===== src/rtl/regfile_pkg.sv =====
// Shared constants and helpers for the parametrised register file.
package regfile_pkg;

   localparam int RF_WIDTH_DEF = 4;
   localparam int RF_DEPTH_DEF = 4;

   // DEPTH need not be a power of two, so some encodable addresses have no entry.
   function automatic logic addr_oor(input logic [31:0] addr, input logic [31:0] depth);
      return (addr >= depth);
   endfunction

endpackage


===== src/rtl/regfile_entry.sv =====
// One storage word plus its valid flag; clear wins over load.
module regfile_entry
   import regfile_pkg::*;
#(
   parameter int WIDTH = RF_WIDTH_DEF
) (
   input  logic             clk_i,
   input  logic             rst_ni,
   input  logic             clr_i,
   input  logic             load_i,
   input  logic [WIDTH-1:0] d_i,
   output logic [WIDTH-1:0] q_o,
   output logic             valid_o
);

   logic [WIDTH-1:0] data_q;
   logic [WIDTH-1:0] data_d;
   logic             valid_q;
   logic             valid_d;

   always_comb begin
      data_d  = data_q;
      valid_d = valid_q;
      if (clr_i) begin
         data_d  = '0;
         valid_d = 1'b0;
      end else if (load_i) begin
         data_d  = d_i;
         valid_d = 1'b1;
      end else begin
         data_d  = data_q;
         valid_d = valid_q;
      end
   end

   always_ff @(posedge clk_i or negedge rst_ni) begin
      if (!rst_ni) begin
         data_q  <= '0;
         valid_q <= 1'b0;
      end else begin
         data_q  <= data_d;
         valid_q <= valid_d;
      end
   end

   assign q_o     = data_q;
   assign valid_o = valid_q;

endmodule


===== src/rtl/regfile_nport.sv =====
// Two-read/one-write register file with valid flags, synchronous clear,
// optional write-to-read bypass, optional registered reads and bad-write flag.
module regfile_nport
   import regfile_pkg::*;
#(
   parameter int WIDTH    = RF_WIDTH_DEF,
   parameter int DEPTH    = RF_DEPTH_DEF,
   parameter int ADDR_W   = $clog2(DEPTH),
   parameter bit BYPASS   = 1'b1,
   parameter bit REG_READ = 1'b0
) (
   input  logic              clk,
   input  logic              rst,
   input  logic              clr,
   input  logic              W,
   input  logic [ADDR_W-1:0] DA,
   input  logic [WIDTH-1:0]  D,
   input  logic [ADDR_W-1:0] SA,
   input  logic [ADDR_W-1:0] SB,
   output logic [WIDTH-1:0]  A,
   output logic [WIDTH-1:0]  B,
   output logic              valid_a,
   output logic              valid_b,
   output logic              wr_err
);

   logic [WIDTH-1:0] data_s [DEPTH];
   logic             vld_s  [DEPTH];
   logic             wr_ok_s;
   logic             wr_err_d;
   logic             wr_err_q;
   logic [WIDTH-1:0] rd_a_s;
   logic [WIDTH-1:0] rd_b_s;
   logic             rd_va_s;
   logic             rd_vb_s;

   assign wr_ok_s  = W & ~clr & ~addr_oor(32'(DA), 32'(DEPTH));
   assign wr_err_d = W & ~clr &  addr_oor(32'(DA), 32'(DEPTH));

   for (genvar i = 0; i < DEPTH; i++) begin : g_entry
      regfile_entry #(.WIDTH(WIDTH)) u_entry (
         .clk_i   (clk),
         .rst_ni  (rst),
         .clr_i   (clr),
         .load_i  (wr_ok_s && (DA == ADDR_W'(i))),
         .d_i     (D),
         .q_o     (data_s[i]),
         .valid_o (vld_s[i])
      );
   end

   // Returns {valid, data} for one read port, forwarding an accepted write if enabled.
   function automatic logic [WIDTH:0] read_port(input logic [ADDR_W-1:0] sel);
      logic [WIDTH:0] r;
      r = '0;
      if (addr_oor(32'(sel), 32'(DEPTH))) begin
         r = '0;
      end else if (BYPASS && wr_ok_s && (DA == sel)) begin
         r = {1'b1, D};
      end else begin
         r = {vld_s[sel], data_s[sel]};
      end
      return r;
   endfunction

   always_comb begin
      {rd_va_s, rd_a_s} = read_port(SA);
      {rd_vb_s, rd_b_s} = read_port(SB);
   end

   if (REG_READ) begin : g_reg_read
      logic [WIDTH-1:0] a_q;
      logic [WIDTH-1:0] b_q;
      logic             va_q;
      logic             vb_q;

      always_ff @(posedge clk or negedge rst) begin
         if (!rst) begin
            a_q  <= '0;
            b_q  <= '0;
            va_q <= 1'b0;
            vb_q <= 1'b0;
         end else if (clr) begin
            a_q  <= '0;
            b_q  <= '0;
            va_q <= 1'b0;
            vb_q <= 1'b0;
         end else begin
            a_q  <= rd_a_s;
            b_q  <= rd_b_s;
            va_q <= rd_va_s;
            vb_q <= rd_vb_s;
         end
      end

      assign A       = a_q;
      assign B       = b_q;
      assign valid_a = va_q;
      assign valid_b = vb_q;
   end else begin : g_comb_read
      assign A       = rd_a_s;
      assign B       = rd_b_s;
      assign valid_a = rd_va_s;
      assign valid_b = rd_vb_s;
   end

   always_ff @(posedge clk or negedge rst) begin
      if (!rst) begin
         wr_err_q <= 1'b0;
      end else begin
         wr_err_q <= wr_err_d;
      end
   end

   assign wr_err = wr_err_q;

endmodule


===== config.mk =====
export PLATFORM = sky130hd
export DESIGN_NAME = regfile_nport
export DESIGN_NICKNAME = d
export VERILOG_FILES = /design/src/rtl/regfile_pkg.sv /design/src/rtl/regfile_entry.sv /design/src/rtl/regfile_nport.sv
export SDC_FILE = /design/constraint.sdc
export NUM_CORES = 1
export LEC_CHECK = 0
export CORE_ASPECT_RATIO = 1.75
export CORE_MARGIN = 2
export CORE_UTILIZATION = 46
export DETAILED_ROUTE_END_ITERATION = 7
export GPL_TIMING_DRIVEN = 0
export PLACE_DENSITY = 0.8
export SYNTH_ARGS = -nofsm -noshare
export SYNTH_HDL_FRONTEND = slang
export SYNTH_SLANG_ARGS = --single-unit

===== constraint.sdc =====
create_clock -name clk -period 1.57 [get_ports clk]
set_clock_uncertainty 0.05 [all_clocks]
set_input_delay 0.3925 -clock clk [delete_from_list [all_inputs] [get_ports clk]]
set_output_delay 0.3925 -clock clk [all_outputs]
set_load 0.01 [all_outputs]

==> impl_metrics.ini, run 1 <==
[synth]
ys_warn_count = 0
synth_nets = 117
syn_inst = 103
ys_types = 22
ys_seq_area_share_pct = 38.2
synth_area_um2 = 1310
avgSynthCellArea_um2 = 12.7
synth-seq-cells = 20

[grt]
grt-busiest-layer = met2
grt_max_degree = 21
grt_pass1_wl_mm = 4.75
grt_overflow = 0
grt_use_met2_pct = 34.2
first_global_vias = 945
met3_usage_pct = 1.94
grt_use_met1_pct = 25.9
grt.total_usage_pct = 20.6
antenna_found_initial = 0

[worst_setup_path]
crit_type = flop to primary output
cp_data_arrival_time_ps = 1540
reg2reg_depth = 3
critPathMaxStageDelay_ps = 480
crit_required_ps = 1130
crit_slowest_cell = mux4_2
setup.worst_path.end_class = primary output
setup.worst_path.start_class = flop
crit_fanout = 3
path_cells = mux4_2 > mux2_4 > buf_6

[min_path]
whs_path_depth = 1
hp-class = flop to flop

[timing]
whs_ps = 480
timing.slew.headroom_pct = 41.2
finalMaxSlewViolations = 0
worst_slack_ps = -417
clock.fmax_mhz = 503
period_needed_ps = 1990
rsz0062_at_grt = yes
fin_crit_sh_pct = 127
setup_viol = 10
fin_setup_tns_ps = -3740
hold_viol = 0
worst_pin_slew_ps = 879

[floorplan]
start_util_pct = 48.1
die_h_um = 74.6
core_um2 = 2720
die_area_um2 = 3300
io_pins = 25
fp-row-count = 25
die_x_um = 44.3

[detailed_routing]
vias = 933
wl_mm = 3.02
antenna_left = 0
post_drt_wl_per_cell_um = 18.9
vias_per_cell = 5.83
firstDrtPassIters = 4
route.detailed.drc = 0
initialDrtViolationCount = 24

[power_and_ir_drop]
irDropWorstVdd_mv = 0.557
powerDensity_nw_per_um2 = 684
power.leakage_nw = 0.851

[clock_tree]
worstSkewPairLatency_ps = 260
cts-root-buf = clkbuf_8
cts.path.max_buffers = 2
cts_max_level = 1
cts_num_sinks = 20
cts_tree = yes
cts-hold-fix-buffers = 0
cts_inserted_buffers = 3
clk_pin_slew_ps = 70

[cells_and_area]
diodes = 0
fin_cells = 160
mostFrequentLayoutCell = dfrtp_1
final_cell_mix = dfrtp_1, buf_6, mux2i_1, nor2_1, mux4_2
nets = 148
fillers = 208
syn_to_final_growth_pct = 35.0
layout-drive-gt1-share_pct = 51.1

[place]
dp_hpwl_mm = 2.18
gp_congestion = 0.778
place_inst = 147
port_buffers = 17

[run_status]
status = finished, violations left
violations = setup timing

[run]
cap_violations = 0
## final cells by class
cell class              count  area [µm²]  area share, %
plain buffers              11         113           6.37
clock buffers               4        55.1           3.12
inverters                   4        15.0          0.850
flip-flops and latches     20         500           28.3
repair buffers             26         277           15.7
well taps                  27        33.8           1.91
multi-input cells          68         773           43.8
## what timing repair did
action	in CTS	in global routing
endpoints found under the hold margin	0	0
setup endpoints to repair	26	10
setup buffers	8	1
pin swaps	3	2
resized for setup	69	0
## registers in the layout, indices dropped and copies added (netlist names)
signal                   cells
g_entry.u_entry.valid_o      4
g_entry.u_entry.q_o         16
## synthesized netlist by cell type
cell type   n  area (µm²)
a21o_1      2        15.0
a21o_2      1        8.76
and4bb_2    2        25.0
buf_2       2        10.0
buf_4       1        7.51
buf_6       6        67.6
clkbuf_2    2        10.0
conb_1      1        3.75
dfrtp_1    20         500
inv_1       4        15.0
mux2_2      8        90.1
mux2i_1    16         160
mux4_1      2        52.6
mux4_2      8         180
nand2_1     2        7.51
nand3_1     2        10.0
nand4b_2    1        15.0
nor2_1     16        60.1
nor2b_1     1        6.26
nor4b_4     1        23.8
o21ai_0     1        5.00
xnor2_1     4        35.0
## critical path, delay by kind of cell (launching register included)
kind | cells | cell delay, ps
mux | 2 | 760
buf+inv | 1 | 120
flops | 1 | 400
## worst paths after layout
path	slack, ps	from	endpoint
setup / recovery	-420	g_entry[2].u_entry.q_o[3]$_DFFE_PN0P_	A[3]
hold / removal	480	g_entry[1].u_entry.valid_o$_DFFE_PN0P_	g_entry[1].u_entry.valid_o$_DFFE_PN0P_
setup reg to reg	710	g_entry[3].u_entry.q_o[2]$_DFFE_PN0P_	g_entry[3].u_entry.q_o[2]$_DFFE_PN0P_
hold reg to reg	480	g_entry[1].u_entry.valid_o$_DFFE_PN0P_	g_entry[1].u_entry.valid_o$_DFFE_PN0P_
max in group asynchronous	350	rst	g_entry[3].u_entry.q_o[2]$_DFFE_PN0P_
min in group asynchronous	570	rst	g_entry[1].u_entry.valid_o$_DFFE_PN0P_
## where the power goes
| part | internal [mW] | switching, mW | leakage [nW] | total (mW) |
|---|---|---|---|---|
| clock network | 0.224 | 0.168 | 0.0288 | 0.392 |
| logic | 0.156 | 0.122 | 0.547 | 0.277 |
| registers | 0.529 | 0.0106 | 0.276 | 0.540 |
| total | 0.909 | 0.300 | 0.851 | 1.21 |
## cell families after synthesis
| group | Yosys count | synth area share (%) |
|---|---|---|
| multiplexers | 34 | 36.9 |
| AND/OR/NAND/NOR | 25 | 11.3 |
| flip-flops | 20 | 38.2 |
| buffers and inverters | 15 | 8.41 |
| AO/OA/AOI/OAI | 4 | 2.20 |
| XOR/XNOR | 4 | 2.68 |
| other | 1 | 0.287 |
## per-layer routing
metal / up-vias / routed length [µm]
li1: 422 / -
met1: 475 / 1160
met2: 29 / 1670
met3: 7 / 116
met4: 0 / 74
met5: - / 0
## per-stage QoR
step / setup slack (ps) / power [mW] / area (µm²) / utilization [%]
finish: -417 / 1.21 / 1770 / 64.9
global route: -453 / 1.26 / 1770 / 64.9
CTS: -416 / 1.22 / 1760 / 64.6
detailed placement: -1190 / 0.788 / 1580 / 57.9
global placement: -1150 / 0.781 / 1580 / 57.9
floorplan: -114 / 0.695 / 1370 / -
Note: power is estimated with default switching activity, not from simulation.
==> run 2, diff against run 1 <==
--- a/config.mk
+++ b/config.mk
@@ -7,10 +7,11 @@
 export LEC_CHECK = 0
 export CORE_ASPECT_RATIO = 1.75
 export CORE_MARGIN = 2
-export CORE_UTILIZATION = 46
+export CORE_UTILIZATION = 56
 export DETAILED_ROUTE_END_ITERATION = 7
+export DONT_BUFFER_PORTS = 1
 export GPL_TIMING_DRIVEN = 0
-export PLACE_DENSITY = 0.8
+export PLACE_DENSITY = 0.79
 export SYNTH_ARGS = -nofsm -noshare
 export SYNTH_HDL_FRONTEND = slang
 export SYNTH_SLANG_ARGS = --single-unit
==> impl_metrics.ini, run 2 (same netlist as run 1, synthesis figures left out) <==
[worst_setup_path]
ff2ff_setup_slack_ps = 710
setup.worst_path.end_class = primary output
cp_data_arrival_time_ps = 1420
crit_fanout = 3
rr_endpoint = g_entry[2].u_entry.q_o[2]$_DFFE_PN0P_
r2r_start = g_entry[2].u_entry.q_o[2]$_DFFE_PN0P_
reg2reg_depth = 3
crit_slowest_cell = mux4_2
setup.worst_path.start_class = flop
crit_required_ps = 1130
path_cells = mux4_2 > mux2_4
critPathMaxStageDelay_ps = 470
crit_type = flop to primary output

[min_path]
worstHoldStart = D[3]
hp-class = input pin to flop
min_to = g_entry[3].u_entry.q_o[3]$_DFFE_PN0P_
whs_path_depth = 2

[clock_tree]
cts-root-buf = clkbuf_8
worstSkewPairLatency_ps = 250
clk_pin_slew_ps = 70
cts_inserted_buffers = 3
cts_tree = yes
cts_max_level = 1
cts.path.max_buffers = 2
cts_num_sinks = 20

[grt]
grt.total_usage_pct = 21.4
antenna_found_initial = 0
first_global_vias = 754
grt_pass1_wl_mm = 3.82
grt_overflow = 0
grt_max_degree = 21

[power_and_ir_drop]
power.leakage_nw = 0.715
powerDensity_nw_per_um2 = 712
irDropWorstVdd_mv = 0.631

[cells_and_area]
syn_to_final_growth_pct = 13.4
postLayoutCellArea_um2 = 1480
largest_reg_flops = 16
diodes = 0
mostFrequentLayoutCell = dfrtp_1
final_cell_mix = dfrtp_1, mux2i_1, nor2_1
layout-drive-gt1-share_pct = 43.2
nets = 127

[floorplan]
die_x_um = 40.5
fp-row-count = 23
start_util_pct = 58.3
io_pins = 25
core_um2 = 2240
die_h_um = 68.0
die_area_um2 = 2760

[place]
dp_hpwl_mm = 1.88
placed_cell_area_um2 = 1400
place_ws_ps = -275
gp_congestion = 0.752
port_buffers = 0

[timing]
worst_slack_ps = -290
hold_viol = 0
clock.fmax_mhz = 538
finalMaxSlewViolations = 0
rsz0062_at_grt = yes
fin_setup_tns_ps = -2510
fin_crit_sh_pct = 118
setup_viol = 10
period_needed_ps = 1860
timing.slew.headroom_pct = 41.1
worst_pin_slew_ps = 881

[detailed_routing]
met3WireLength_um = 110
highest_layer = met4
drt-met1-wl_mm = 1.12
initialDrtViolationCount = 14
antenna_left = 0
wl_met2_mm = 1.45
route.detailed.drc = 0
firstDrtPassIters = 4
vias_per_cell = 6.31
post_drt_wl_per_cell_um = 20.0
vias = 858
wl_mm = 2.72

[run_status]
status = finished, violations left
violations = setup timing

[run]
cap_violations = 0
run 2: changes by cell type in the layout (fill, tap and decap cells not counted), moves of 2 or more:
| cell | change |
|---|---|
| nand3_4 | -2 |
| clkdlybuf4s15_2 | -2 |
| buf_6 | -13 |
| clkdlybuf4s50_1 | -5 |
| nand3_2 | +2 |
run 2: through the flow:
stage          instances  utilization (%)  power (mW)  hold slack, ps
5_1_grt              136             66.1        1.11             239
2_1_floorplan        103                -       0.695            46.9
3_3_place_gp         128             62.5       0.717            47.4
4_1_cts              132             64.8        1.07             240
3_5_place_dp         128             62.5       0.720            47.3
6_report             136             66.1        1.06             246
run 2: what timing repair did:
item,4_1_cts,5_1_grt
hold buffers,1,0
cloned,0,0
resized for setup,5,0
setup endpoints to repair,10,10
hold endpoints to repair,20,0
pin swaps,0,0
buffers inserted,0,4
run 2: layout make-up:
type                    count  area (µm²)
flip-flops and latches     20         500
multi-input cells          68         743
clock buffers               3        41.3
fillers                   185         761
repair buffers              5        40.0
inverters                   4        15.0
plain buffers              11         113
well taps                  25        31.3
run 2: worst max path at each step:
| stage | start | end | slack [ps] | depth (start not counted) |
|---|---|---|---|---|
| 3_5_place_dp | SB[1] | B[1] | -280 | 4 |
| 3_3_place_gp | SA[1] | A[0] | -250 | 4 |
| 6_report | g_entry[2].u_entry.q_o[1]$_DFFE_PN0P_ | B[1] | -290 | 2 |
| 5_1_grt | g_entry[2].u_entry.q_o[3]$_DFFE_PN0P_ | B[3] | -330 | 2 |
| 4_1_cts | g_entry[3].u_entry.q_o[0]$_DFFE_PN0P_ | B[0] | -300 | 2 |
| 2_1_floorplan | SA[0] | A[0] | -110 | 3 |
run 2: power breakdown:
part | internal [mW] | switching (mW)
combinational | 0.100 | 0.0913
sequential | 0.529 | 0.0105
clock | 0.171 | 0.154
total | 0.800 | 0.256
run 2: metal layers:
metal | GRT usage, % | up-vias
met5 | 0 | -
met2 | 33.5 | 21
li1 | - | 387
met1 | 28.6 | 445
met3 | 2.60 | 5
met4 | 10.0 | 0
run 2: critical path, delay by kind of cell (launching register included):
kind,cells,cell delay (ps)
flip-flops,1,400
multiplexers,2,770
==> run 3, diff against run 2 <==
--- a/config.mk
+++ b/config.mk
@@ -5,13 +5,13 @@
 export SDC_FILE = /design/constraint.sdc
 export NUM_CORES = 1
 export LEC_CHECK = 0
-export CORE_ASPECT_RATIO = 1.75
 export CORE_MARGIN = 2
-export CORE_UTILIZATION = 56
+export CORE_UTILIZATION = 62
 export DETAILED_ROUTE_END_ITERATION = 7
 export DONT_BUFFER_PORTS = 1
 export GPL_TIMING_DRIVEN = 0
-export PLACE_DENSITY = 0.79
+export PLACE_DENSITY = 0.83
+export SKIP_CTS_REPAIR_TIMING = 1
 export SYNTH_ARGS = -nofsm -noshare
 export SYNTH_HDL_FRONTEND = slang
 export SYNTH_SLANG_ARGS = --single-unit
==> constraint.sdc (replaced) <==
create_clock -name clk -period 2 [get_ports clk]
set_clock_uncertainty 0.05 [all_clocks]
set_input_delay 0.5 -clock clk [delete_from_list [all_inputs] [get_ports clk]]
set_output_delay 0.5 -clock clk [all_outputs]
set_load 0.01 [all_outputs]
==> impl_metrics.ini, run 3 (same netlist as run 1, synthesis figures left out) <==
[floorplan]
core_um2 = 1980
io_pins = 25
die_area_um2 = 2490
start_util_pct = 66.0
die_h_um = 49.9
fp-row-count = 16
die_x_um = 49.9

[clock_tree]
cts_max_level = 1
cts.path.max_buffers = 2
worstSkewPairLatency_ps = 300
cts_inserted_buffers = 3
cts-root-buf = clkbuf_4
cts_num_sinks = 20
cts_tree = yes
clk_pin_slew_ps = 110

[timing]
hold_viol = 0
fin_crit_sh_pct = 102
rsz0062_at_grt = yes
clock.fmax_mhz = 490
period_needed_ps = 2040
worst_slack_ps = -40.7
setup_viol = 8
timing.slew.headroom_pct = 41.5
finalMaxSlewViolations = 0
worst_pin_slew_ps = 875

[run_status]
status = finished, violations left
violations = setup timing

[cells_and_area]
register_area_um2 = 500
final_cell_mix = dfrtp_1, mux2i_1, nor2_1
nets = 127
mostFrequentLayoutCell = dfrtp_1
diodes = 0
syn_to_final_growth_pct = 11.5
largest_reg_flops = 16
multiInputGateArea_um2 = 738
postLayoutCellArea_um2 = 1460
fillers = 131
fin_cells = 139
layout-drive-gt1-share_pct = 37.5

[grt]
antenna_found_initial = 0
grt_max_degree = 21
grt.total_usage_pct = 23.2
first_global_vias = 823
grt_overflow = 0
grt_pass1_wl_mm = 4.15

[min_path]
hp-class = input pin to flop
worstHoldStart = D[3]

[run]
cap_violations = 0

[worst_setup_path]
cp_data_arrival_time_ps = 1490
cp_num_buf_inv = 0
crit_required_ps = 1450
critPathMaxStageDelay_ps = 470
crit_slowest_cell = mux4_2
worstSetupStartpoint = g_entry[1].u_entry.q_o[0]$_DFFE_PN0P_
setup.worst_path.start_class = flop
r2r_start = g_entry[1].u_entry.q_o[0]$_DFFE_PN0P_
crit_fanout = 3
crit_type = flop to primary output
critPathTopFamily = multiplexers
path_cells = mux4_2 > mux2_4
setup.worst_path.end_class = primary output

[power_and_ir_drop]
powerDensity_nw_per_um2 = 548
power.total_uw = 800
power.leakage_nw = 0.715
irDropWorstVdd_mv = 0.564

[detailed_routing]
wl_mm = 2.67
firstDrtPassIters = 4
post_drt_wl_per_cell_um = 19.2
route.detailed.drc = 0
initialDrtViolationCount = 23
antenna_left = 0
highest_layer = met4
drt-met1-wl_mm = 1.13
vias_per_cell = 5.97
met3WireLength_um = 128
wl_met2_mm = 1.39
vias = 830

[place]
dp_hpwl_mm = 1.83
placed_cell_area_um2 = 1340
port_buffers = 0
place_inst = 130
gp_congestion = 0.757
[run 3: cell count changes in the layout (fill, tap and decap cells not counted), sizes merged]
cell	delta
clkbuf	+1
[run 3: worst register-to-register path, stage by stage (launching register included)]
cell and delay (ps):
dfrtp_1 430, buf_4 140, mux2i_1 110, nor2_1 70
[run 3: where the power goes]
part	internal [mW]	leakage (nW)	switching (mW)
Clock	0.111	0.0210	0.126
Combinational	0.0714	0.419	0.0690
Sequential	0.415	0.276	0.00751
[run 3: routing by layer]
metal  track usage, %  vias up
met5                0        -
met4             9.26        0
met3             3.33        4
met2             38.9       22
met1             30.2      420
li1                 -      384
[run 3: final timing paths]
| path | end | cells after the start | slack (ps) |
|---|---|---|---|
| worst max-delay path | B[0] | 2 | -40 |
| worst min-delay path | g_entry[3].u_entry.q_o[3]$_DFFE_PN0P_ | 2 | 300 |
| worst max register to register | g_entry[1].u_entry.q_o[0]$_DFFE_PN0P_ | 3 | 1100 |
| worst min register to register | g_entry[1].u_entry.valid_o$_DFFE_PN0P_ | 1 | 460 |
| max in group asynchronous | g_entry[1].u_entry.q_o[1]$_DFFE_PN0P_ | 1 | 670 |
| min in group asynchronous | g_entry[0].u_entry.valid_o$_DFFE_PN0P_ | 1 | 700 |
[run 3: layout make-up]
class,instances,area share [%]
clock buffer,4,2.49
sequential,20,34.3
buffer,11,6.52
tap,27,2.32
timing repair buffer,5,2.74
inverter,4,1.03
multi-input combinational,68,50.6
[run 3: metrics by stage]
step                hold slack (ps)  setup slack (ps)  utilization, %  setup TNS, ps
floorplan                       154              66.2               -              0
global placement                155             -44.0            67.7           -305
detailed placement              155             -54.5            67.7           -373
CTS                            -179             -64.3            69.6           -460
global route                    313             -74.7            73.6           -465
finish                          298             -40.7            73.6           -150
